===== src/rtl/sprite_engine_pkg.sv =====
// rtl/sprite_engine_pkg.sv - shared types and constants for the sprite frame engine
//
// Holds the FSM state encoding (also driven out on the state debug port),
// the pixel colour width and the default screen geometry.
package sprite_engine_pkg;

    typedef enum logic [3:0] {
        ST_CLEAR  = 4'd0,
        ST_INIT   = 4'd1,
        ST_IDLE   = 4'd2,
        ST_ERASE  = 4'd3,
        ST_UPDATE = 4'd4,
        ST_DRAW   = 4'd5
    } state_e;

    localparam int COLOUR_W = 3;

    localparam int SCREEN_W_DEFAULT = 160;
    localparam int SCREEN_H_DEFAULT = 120;
    localparam int X_W_DEFAULT      = 8;
    localparam int Y_W_DEFAULT      = 7;

endpackage


===== src/rtl/sprite_frame_tick.sv =====
// rtl/sprite_frame_tick.sv - free-running frame tick divider
//
// Ports:
//   CLOCK_50  in   sole clock, rising edge
//   resetn    in   asynchronous active-low reset
//   tick      out  one-cycle pulse every FRAME_DIV cycles
//
// The down-counter reloads to FRAME_DIV-1 and the tick is high while it
// sits at zero, so the first tick is sampled FRAME_DIV edges after reset
// release.
module sprite_frame_tick #(
    parameter int FRAME_DIV = 833333
) (
    input  logic CLOCK_50,
    input  logic resetn,
    output logic tick
);

    localparam int               CNT_W  = $clog2(FRAME_DIV + 1);
    localparam logic [CNT_W-1:0] RELOAD = CNT_W'(FRAME_DIV - 1);

    logic [CNT_W-1:0] cnt_q;

    always_ff @(posedge CLOCK_50 or negedge resetn) begin
        if (!resetn) begin
            cnt_q <= RELOAD;
        end else if (cnt_q == '0) begin
            cnt_q <= RELOAD;
        end else begin
            cnt_q <= cnt_q - 1'b1;
        end
    end

    assign tick = (cnt_q == '0);

endmodule


===== src/rtl/sprite_engine.sv =====
// rtl/sprite_engine.sv - frame engine drawing N vertically-moving sprites
//
// Optional feature macro: SPRITE_ENGINE_CLEAR_EN (screen clear pass after reset).
//
// Ports:
//   CLOCK_50  in   sole clock, rising edge
//   resetn    in   asynchronous active-low reset
//   enable    in   frame ticks are ignored in IDLE while low
//   up/down   in   per-sprite move requests, sampled in that sprite's UPDATE cycle
//   x/y       out  pixel coordinate
//   colour    out  pixel colour
//   plot      out  x/y/colour valid this cycle
//   busy      out  high in every state except IDLE
//   overrun   out  sticky: a tick arrived while not IDLE
//   state     out  current FSM state for debug LEDs
module sprite_engine
    import sprite_engine_pkg::*;
#(
    parameter int N_SPRITES = 2,
    parameter int SPR_W     = 8,
    parameter int SPR_H     = 16,
    parameter int SCREEN_W  = SCREEN_W_DEFAULT,
    parameter int SCREEN_H  = SCREEN_H_DEFAULT,
    parameter int X_W       = X_W_DEFAULT,
    parameter int Y_W       = Y_W_DEFAULT,
    parameter int Y_MIN     = 10,
    parameter int Y_MAX     = 100,
    parameter int STEP      = 1,
    parameter int FRAME_DIV = 833333,
    parameter logic [N_SPRITES*X_W-1:0]      INIT_X  = {8'd10, 8'd144},
    parameter logic [N_SPRITES*Y_W-1:0]      INIT_Y  = {7'd50, 7'd50},
    parameter logic [N_SPRITES*COLOUR_W-1:0] COLOURS = {3'b111, 3'b011}
) (
    input  logic                 CLOCK_50,
    input  logic                 resetn,
    input  logic                 enable,
    input  logic [N_SPRITES-1:0] up,
    input  logic [N_SPRITES-1:0] down,
    output logic [X_W-1:0]       x,
    output logic [Y_W-1:0]       y,
    output logic [COLOUR_W-1:0]  colour,
    output logic                 plot,
    output logic                 busy,
    output logic                 overrun,
    output logic [3:0]           state
);

    localparam int IDX_W = $clog2(N_SPRITES) + 1;
    localparam int COL_W = $clog2(SPR_W + 1);
    localparam int ROW_W = $clog2(SPR_H + 1);

    // Position arithmetic is one bit wider than a coordinate so that
    // y - STEP and y + STEP can be compared against the bounds safely.
    localparam logic [Y_W:0] STEP_E     = (Y_W + 1)'(STEP);
    localparam logic [Y_W:0] YMIN_STEP  = (Y_W + 1)'(Y_MIN + STEP);
    localparam logic [Y_W:0] YMAX_E     = (Y_W + 1)'(Y_MAX);

`ifdef SPRITE_ENGINE_CLEAR_EN
    localparam state_e RESET_STATE = ST_CLEAR;
`else
    localparam state_e RESET_STATE = ST_INIT;
    localparam int     UNUSED_SCREEN_AREA = SCREEN_W * SCREEN_H;
`endif

    logic tick;

    sprite_frame_tick #(
        .FRAME_DIV (FRAME_DIV)
    ) u_tick (
        .CLOCK_50 (CLOCK_50),
        .resetn   (resetn),
        .tick     (tick)
    );

    state_e               state_q;
    logic [IDX_W-1:0]     idx_q;
    logic [COL_W-1:0]     col_q;
    logic [ROW_W-1:0]     row_q;
    logic [Y_W-1:0]       pos_q [N_SPRITES];
    logic [X_W-1:0]       x_q;
    logic [Y_W-1:0]       y_q;
    logic [COLOUR_W-1:0]  colour_q;
    logic                 plot_q;
    logic                 busy_q;
    logic                 overrun_q;
`ifdef SPRITE_ENGINE_CLEAR_EN
    logic [X_W-1:0]       cx_q;
    logic [Y_W-1:0]       cy_q;
`endif

    // Per-sprite view of the currently indexed sprite.
    logic [X_W-1:0]      cur_x;
    logic [Y_W-1:0]      cur_y;
    logic [COLOUR_W-1:0] cur_colour;
    logic                cur_up;
    logic                cur_down;
    logic [Y_W:0]        y_ext;
    logic [Y_W-1:0]      new_y_d;
    logic                col_last;
    logic                spr_last;
    logic                idx_last;

    always_comb begin
        cur_x      = '0;
        cur_y      = '0;
        cur_colour = '0;
        cur_up     = 1'b0;
        cur_down   = 1'b0;
        for (int i = 0; i < N_SPRITES; i++) begin
            if (idx_q == IDX_W'(i)) begin
                cur_x      = INIT_X[i*X_W +: X_W];
                cur_y      = pos_q[i];
                cur_colour = COLOURS[i*COLOUR_W +: COLOUR_W];
                cur_up     = up[i];
                cur_down   = down[i];
            end
        end
    end

    always_comb begin
        y_ext   = {1'b0, cur_y};
        new_y_d = cur_y;
        if (cur_up && !cur_down) begin
            new_y_d = (y_ext < YMIN_STEP) ? Y_W'(Y_MIN) : Y_W'(y_ext - STEP_E);
        end else if (cur_down && !cur_up) begin
            new_y_d = ((y_ext + STEP_E) > YMAX_E) ? Y_W'(Y_MAX) : Y_W'(y_ext + STEP_E);
        end
    end

    assign col_last = (col_q == COL_W'(SPR_W - 1));
    assign spr_last = col_last && (row_q == ROW_W'(SPR_H - 1));
    assign idx_last = (idx_q == IDX_W'(N_SPRITES - 1));

    always_ff @(posedge CLOCK_50 or negedge resetn) begin
        if (!resetn) begin
            state_q   <= RESET_STATE;
            idx_q     <= '0;
            col_q     <= '0;
            row_q     <= '0;
            x_q       <= '0;
            y_q       <= '0;
            colour_q  <= '0;
            plot_q    <= 1'b0;
            busy_q    <= 1'b0;
            overrun_q <= 1'b0;
            for (int i = 0; i < N_SPRITES; i++) begin
                pos_q[i] <= INIT_Y[i*Y_W +: Y_W];
            end
`ifdef SPRITE_ENGINE_CLEAR_EN
            cx_q      <= '0;
            cy_q      <= '0;
`endif
        end else begin
            plot_q <= 1'b0;
            busy_q <= 1'b1;
            if (tick && state_q != ST_IDLE) begin
                overrun_q <= 1'b1;
            end
            case (state_q)
`ifdef SPRITE_ENGINE_CLEAR_EN
                ST_CLEAR: begin
                    x_q      <= cx_q;
                    y_q      <= cy_q;
                    colour_q <= '0;
                    plot_q   <= 1'b1;
                    if (cx_q == X_W'(SCREEN_W - 1)) begin
                        cx_q <= '0;
                        if (cy_q == Y_W'(SCREEN_H - 1)) begin
                            cy_q    <= '0;
                            state_q <= ST_INIT;
                        end else begin
                            cy_q <= cy_q + 1'b1;
                        end
                    end else begin
                        cx_q <= cx_q + 1'b1;
                    end
                end
`endif
                ST_INIT, ST_ERASE, ST_DRAW: begin
                    x_q      <= cur_x + X_W'(col_q);
                    y_q      <= cur_y + Y_W'(row_q);
                    colour_q <= (state_q == ST_ERASE) ? '0 : cur_colour;
                    plot_q   <= 1'b1;
                    if (col_last) begin
                        col_q <= '0;
                        row_q <= spr_last ? '0 : row_q + 1'b1;
                    end else begin
                        col_q <= col_q + 1'b1;
                    end
                    if (spr_last) begin
                        if (state_q == ST_ERASE) begin
                            state_q <= ST_UPDATE;
                        end else if (idx_last) begin
                            state_q <= ST_IDLE;
                            busy_q  <= 1'b0;
                            idx_q   <= '0;
                        end else begin
                            // INIT walks straight to the next sprite; a frame
                            // erases the next sprite before drawing it.
                            state_q <= (state_q == ST_INIT) ? ST_INIT : ST_ERASE;
                            idx_q   <= idx_q + 1'b1;
                        end
                    end
                end
                ST_UPDATE: begin
                    for (int i = 0; i < N_SPRITES; i++) begin
                        if (idx_q == IDX_W'(i)) begin
                            pos_q[i] <= new_y_d;
                        end
                    end
                    state_q <= ST_DRAW;
                end
                ST_IDLE: begin
                    if (tick && enable) begin
                        state_q <= ST_ERASE;
                        idx_q   <= '0;
                        col_q   <= '0;
                        row_q   <= '0;
                    end else begin
                        busy_q <= 1'b0;
                    end
                end
                default: begin
                    state_q <= ST_IDLE;
                    busy_q  <= 1'b0;
                end
            endcase
        end
    end

    assign x       = x_q;
    assign y       = y_q;
    assign colour  = colour_q;
    assign plot    = plot_q;
    assign busy    = busy_q;
    assign overrun = overrun_q;
    assign state   = state_q;

endmodule


===== config.mk =====
export PLATFORM = sky130hd
export DESIGN_NAME = sprite_engine
export DESIGN_NICKNAME = d
export VERILOG_FILES = /design/src/rtl/sprite_engine_pkg.sv /design/src/rtl/sprite_frame_tick.sv /design/src/rtl/sprite_engine.sv
export SDC_FILE = /design/constraint.sdc
export NUM_CORES = 1
export LEC_CHECK = 0
export ABC_AREA = 1
export BUFFER_PORTS_ARGS = -buffer_cell sky130_fd_sc_hd__buf_2
export CAP_MARGIN = 20
export CORE_MARGIN = 1
export CORE_UTILIZATION = 30
export CTS_CLUSTER_DIAMETER = 100
export DETAILED_ROUTE_END_ITERATION = 6
export PLACE_DENSITY = 0.44
export SETUP_SLACK_MARGIN = 0.02
export SYNTH_ARGS = -nofsm -noshare
export SYNTH_HDL_FRONTEND = slang
export SYNTH_SLANG_ARGS = --single-unit

===== constraint.sdc =====
create_clock -name CLOCK_50 -period 6 [get_ports CLOCK_50]
set_input_delay 0.6 -clock CLOCK_50 [delete_from_list [all_inputs] [get_ports CLOCK_50]]
set_output_delay 0.6 -clock CLOCK_50 [all_outputs]
set_load 0.01 [all_outputs]

==> results of run 1 <==
## flip-flops by register name (all words and copies together), names as in the netlist
name / count
busy: 1
idx_q: 2
x: 7
overrun: 1
colour: 2
plot: 1
u_tick.cnt_q: 20
col_q: 4
row_q: 5
pos_q: 14
state: 3
y: 7
## cell families (layout without fill, tap and decap cells)
family / count (synthesis) / after routing / synth area share, %
flip-flops: 67 / 67 / 42.2
AO/OA/AOI/OAI: 73 / 73 / 11.1
AND/OR/NAND/NOR: 259 / 259 / 30.4
multiplexers: 1 / 1 / 0.280
XOR/XNOR: 16 / 16 / 3.48
other: 1 / 2 / 0.0931
buffers and inverters: 76 / 114 / 7.58
adder cells (fa/ha/maj): 15 / 15 / 4.85
## per-layer routing
| layer | global-route usage [%] | part of all wire [%] | vias to the layer above |
|---|---|---|---|
| met5 | 0 | 0 | - |
| met4 | 4.65 | 0.97 | 0 |
| met3 | 3.39 | 3.6 | 8 |
| met2 | 23.1 | 45 | 53 |
| met1 | 20.0 | 50 | 1538 |
| li1 | - | - | 1691 |
## worst paths after layout
| check | from | end | slack (ns) | depth (start not counted) |
|---|---|---|---|---|
| worst min-delay path | resetn | u_tick.cnt_q[16] | 0.47 | 2 |
| worst max register to register | state[0] | state[1] | 3.16 | 11 |
| max in group asynchronous | resetn | pos_q[7] | 4.97 | 2 |
| worst min register to register | pos_q[8] | pos_q[8] | 0.47 | 2 |
| worst max-delay path | state[0] | state[1] | 3.16 | 11 |
| min in group CLOCK_50 | pos_q[8] | pos_q[8] | 0.47 | 2 |
## critical path, cell delays in order (launching register included)
cell      delay [ns]
dfstp_2         0.57
inv_1           0.06
nor2_1          0.17
inv_1           0.10
nand2_1         0.34
clkinv_1        0.66
nor2_1          0.32
inv_1           0.08
o21ai_0         0.11
nor3_1          0.10
o21ai_0         0.10
o21ai_0         0.10
## power groups by stage
stage	clock (mW)	combinational, mW	sequential [mW]
4_1_cts	0.523	1.50	0.759
3_5_place_dp	0	1.48	0.764
3_3_place_gp	0	1.49	0.765
2_1_floorplan	0	1.11	0.760
6_report	0.505	1.47	0.757
5_1_grt	0.541	1.68	0.782
## cell type report
class | count | area share [%]
Sequential cell | 67 | 36.7
Tap cell | 172 | 4.64
Multi-Input combinational cell | 366 | 43.7
Timing Repair Buffer | 30 | 3.29
Clock inverter | 6 | 1.03
Inverter | 68 | 5.53
Clock buffer | 10 | 5.16
## placed cells by master (no fill, tap or decap), types with 2 or more instances in the layout
master	netlist	routed
nand3_1	34	34
o21ai_0	28	28
nand2_2	13	13
o21bai_1	2	2
inv_2	9	9
nand2_1	121	121
nor2_8	2	2
nand2_4	6	6
or2_2	2	2
o21ai_1	3	3
nor3_1	7	7
and3_1	2	2
dfstp_2	18	18
buf_2	0	29
xor2_1	11	11
inv_6	0	2
nand3_2	3	3
o21ai_2	4	4
nor2_1	54	54
clkinvlp_4	0	4
dfrtp_1	49	49
xnor2_1	5	5
inv_1	57	57
ha_1	14	14
o211ai_1	2	2
clkbuf_16	0	9
nor4_1	2	2
nor2_2	4	4
nand3b_1	3	3
conb_1	1	2
a21oi_1	22	22
o22ai_1	2	2
## stage by stage
stage               hold WS, ns  cells  area, µm²
finish                    0.466    719       4640
global route              0.485    719       4640
CTS                       0.469    719       4640
detailed placement        0.458    703       4350
global placement          0.455    703       4350
floorplan                 0.304    509       4030
==> metrics, run 1 <==
fin nets 564; main area contributors after synthesis dfrtp_1, dfstp_2, nand2_1; status complete, no violations; final setup fails 0; startpoint class of the critical path register; largest buffer count on any clock path 2; Die Area 13,900 µm²; grt ovf 0; pin count of the biggest net entering global routing 68; Area Overhead vs Synth 15.1%; die height 118 µm; wire per inst 13.0 µm; # rows 41; Setup CP Type reg2reg; Num CTS Buffers 9; maximum VDD drop 264 µV; Final Max Tran Viols 0; Reg power frac 27.7%; Iter 0 DRT Violations 142; Critical Path AT 3.04 ns; diodes inserted 0; syn avg cell area 7.93 µm²; synth unique cells 51; Vias/cell 4.58; CTS Root Cell clkbuf_16; clock latency on the worst-skew pair 0.33 ns; Setup TNS 0 ns; Clk pwr share 18.4%; skew final 0.00758 ns; Post-synth top cells nand2_1, inv_1, nor2_1, dfrtp_1, nand3_1; GPL Wtd Cong 0.808; I/O Pins 32; Post-CTS Setup Inserts 0; RSZ-0062 raised after global routing no; EDFF count, synth 0; Peak Freq 0.352 GHz; first-pass GRT wire length 16,400 µm; area of the mapped netlist 4030 µm²; Hold WC Path Type in2async; power density over the cells 590 nW/µm²; Final Power 2.73 mW; fin crit share 47.3%; FF+latch count, synth 67; Starting Density 31.3%; vias in the first global route 3,300; clock sinks 67; Seq/Total Area, Yosys 42.2%; combinational group share of total power 53.9%; leading area contributor after synthesis dfrtp_1; Yosys warning count 0; initial antenna violation count 0; Reg area 1700 µm²; Crit. End Element register; post-cts sizing count 0; worst-margin pin slew 0.856 ns; count leader, synth nand2_1; P_sw 1.29 mW; Die W 118 µm; 1st-pass router iterations 4; Sw Ratio 47.3%; Setup WS pre-CTS 3.18 ns; Final Core Density 36.0%; post-route worst setup slack 3.16 ns; CP Max Fanout 26; fin crit period 2.84 ns; P_int 1.44 mW; Worst slew margin 42.9%; footprint of the multi-input gates 2030 µm²; Tot GR Track Use 14.7%; share of cells above drive strength 1 20.8%; drt drc 0; Post-synth top flop dfrtp_1; P_leak 2.28 nW; CTS Hold Buffers Added 0; floorplan core area 12,900 µm²; CTS tree yes; number of nets still failing antenna checks after routing 0; max cap viols 0; H-tree Lvls 3; HPWL after detailed placement 6970 µm; Final Hold Fails 0; port buffer count 29; clk slew on worst S/H paths 0.06 ns; cells after synthesis 508; wirelength, routed 9370 µm; Vias 3,290; Async S/R FF share, synth 100%; top-area cell type share of the netlist area 30.5%; CP required 6.20 ns; # fillers 1,337
Note: power is estimated with default switching activity, not from simulation.
==> run 2: changes to the inputs <==
--- a/config.mk
+++ b/config.mk
@@ -12,7 +12,7 @@
 export CORE_UTILIZATION = 30
 export CTS_CLUSTER_DIAMETER = 100
 export DETAILED_ROUTE_END_ITERATION = 6
-export PLACE_DENSITY = 0.44
+export PLACE_DENSITY = 0.45
 export SETUP_SLACK_MARGIN = 0.02
 export SYNTH_ARGS = -nofsm -noshare
 export SYNTH_HDL_FRONTEND = slang
==> constraint.sdc (replaced) <==
create_clock -name CLOCK_50 -period 2.5 [get_ports CLOCK_50]
set_input_delay 0.25 -clock CLOCK_50 [delete_from_list [all_inputs] [get_ports CLOCK_50]]
set_output_delay 0.25 -clock CLOCK_50 [all_outputs]
set_load 0.01 [all_outputs]
==> run 2 against run 1 <==
  * Total power up 150%
  * Count of clock-buffer cells in the layout up 5
  * Clock power rose by 150%
  * Highest routed layer unchanged
==> metrics, run 2 (same netlist as run 1, synthesis figures left out) <==
status complete, no violations; RSZ-0062 raised after global routing no; Hold Path Origin enable; # fillers 1,373 (+2.7%); clock latency on the worst-skew pair 0.34 ns (about the same); fin nets 573 (+1.6%); footprint of the multi-input gates 2030 µm² (+0.25%); most frequent cells in the layout nand2_1, inv_1, nor2_1; most common cell after layout, fill and taps aside nand2_1; Num CTS Buffers 9 (unchanged); maximum VDD drop 682 µV (+160%); Setup CP Type reg2reg; Final Max Tran Viols 0 (unchanged); P_sw 3.12 mW (+140%); largest buffer count on any clock path 2 (unchanged); HPWL after detailed placement 7260 µm (+4.1%); Worst slew margin 52.3% (+9.4 points); clk slew on worst S/H paths 0.06 ns (about the same); skew final 0.00720 ns (-0.000375 ns); worst-margin pin slew 0.716 ns (-0.140 ns); Starting Density 31.3% (unchanged); # rows 41 (unchanged); Setup TNS 0 ns (unchanged); biggest regs u_tick.cnt_q (20), pos_q (14); Area Overhead vs Synth 17.5%; Final Hold Fails 0 (unchanged); P_int 3.63 mW (+150%); max cap viols 0 (unchanged); GPL Wtd Cong 0.839 (+3.8%); Cell Chain, Critical Path inv_2 -> nand2_4 -> o22ai_4 -> buf_4 -> ha_2 -> nand3_1 -> xor2_1 -> nand3b_1 -> nand2_2 -> nand2_4 -> o21ai_2 -> nand2_1 -> nand2_1 -> nand2_1; final setup fails 0 (unchanged); floorplan core area 12,900 µm² (unchanged); Reg-to-Reg Start idx_q[1]; 1st-pass router iterations 4 (unchanged); Critical-path top delay cell dfrtp_1; port buffer count 29 (unchanged); Critical Path AT 2.51 ns (-0.53 ns); Tot GR Track Use 15.0% (+0.28 points); CTS tree yes; met2 usage 23.9% (+0.88 points); Die W 118 µm (unchanged); vias in the first global route 3,335 (+1.1%); CP required 2.73 ns (-3.47 ns); most used cell, CP nand2_1; diodes inserted 0 (unchanged); die height 118 µm (unchanged); CP Max Fanout 7 (-73%); wire per inst 13.4 µm (+2.7%); Post-Place Cell Area 4420 µm² (+1.7%); Hold EP busy; Most flops, register u_tick.cnt_q; worst hold path depth 3; Setup WS pre-CTS 0.159 ns (-3.02 ns); CTS Root Cell clkbuf_16; R2R Setup Slk 0.23 ns (-2.94 ns); fin crit period 2.27 ns (-0.563 ns); initial antenna violation count 0 (unchanged); critical path's largest stage delay 0.45 ns (-0.21 ns); fin crit share 91.0% (+44 points); Hold WC Path Type in2reg; Clk pwr share 18.4% (about the same); wirelength, routed 9750 µm (+4.0%); pin count of the biggest net entering global routing 40 (-41%); Crit. End Element register; Reg area 1700 µm² (unchanged); Reg power frac 26.9% (-0.8 points); combinational group share of total power 54.7% (+0.8 points); grt ovf 0 (unchanged); clock sinks 67 (unchanged); met1 Use GR 18.5% (-1.5 points); startpoint class of the critical path register; power density over the cells 1430 nW/µm² (+140%); Die Area 13,900 µm² (unchanged); drt drc 0 (unchanged); Vias/cell 4.68 (+2.4%); number of nets still failing antenna checks after routing 0 (unchanged); met3 GRT Util 3.78% (+0.39 points); I/O Pins 32 (unchanged); share of cells above drive strength 1 21.9% (+1.1 points); Sw Ratio 46.2% (-1.2 points); Worst R2R Path Depth 14 (+3); Vias 3,410 (+3.6%); max FFs per register 20 (unchanged); Peak Freq 0.440 GHz (+25%); post-route worst setup slack 0.226 ns (-2.94 ns); R2R Path End pos_q[9]; H-tree Lvls 3 (unchanged); Iter 0 DRT Violations 150 (+5.6%); Post-CTS Setup Inserts 0 (unchanged); Top Usage Layer GRT met2; design area 4730 µm² (+2.0%); P_leak 2.34 nW (+2.8%); first-pass GRT wire length 16,300 µm (-0.67%)
## run 2: repair_timing
| action | in CTS | in global routing |
|---|---|---|
| gates resized for setup | 0 | 2 |
| endpoints found under the setup margin | 0 | 3 |
| hold buffers | 1 | 0 |
| endpoints found under the hold margin | 16 | 0 |
## run 2: worst max-delay path, delay by kind of cell, from the launching register on
kind	cells	cell delay, ns
simple gates	8	0.67
flops	1	0.45
buf+inv	2	0.37
compound gates	2	0.27
fa+ha+maj	1	0.23
xor+xnor	1	0.17
## run 2: worst max-delay path by stage
stage | from | endpoint | slack, ns
detailed placement | idx_q[1] | pos_q[2] | 0.16
finish | idx_q[1] | pos_q[9] | 0.23
floorplan | idx_q[0] | y[6] | 0.35
CTS | idx_q[1] | pos_q[9] | 0.17
global route | idx_q[0] | pos_q[9] | 0.04
global placement | idx_q[1] | pos_q[2] | 0.23
## run 2: per-stage QoR
stage	power [mW]	instances	hold slack, ns	utilization [%]
after CTS	6.84	728	0.320	36.7
after detailed placement	5.54	711	0.344	34.3
after floorplan	4.49	509	-0.0456	-
after global routing	7.35	728	0.366	36.7
final	6.75	728	0.332	36.7
after global placement	5.53	711	0.332	34.3
## run 2: power groups by stage
stage	Sequential, mW	Clock (mW)	Combinational, mW
final	1.82	1.24	3.69
after global placement	1.83	0	3.70
after global routing	1.87	1.32	4.16
after detailed placement	1.83	0	3.71
after floorplan	1.82	0	2.66
after CTS	1.82	1.28	3.73
## run 2: area by class of cell
class | count | share of cell area, %
Inverter | 68 | 5.42
Timing Repair Buffer | 39 | 4.97
Multi-Input combinational cell | 366 | 42.9
Tap cell | 172 | 4.55
Clock buffer | 15 | 6.08
Sequential cell | 67 | 35.9
Clock inverter | 1 | 0.106
## run 2: metal layers
metal / vias to the layer above / routed length, µm
li1: 1713 / -
met1: 1624 / 4600
met2: 54 / 4620
met3: 19 / 263
met4: 0 / 264
met5: - / 0
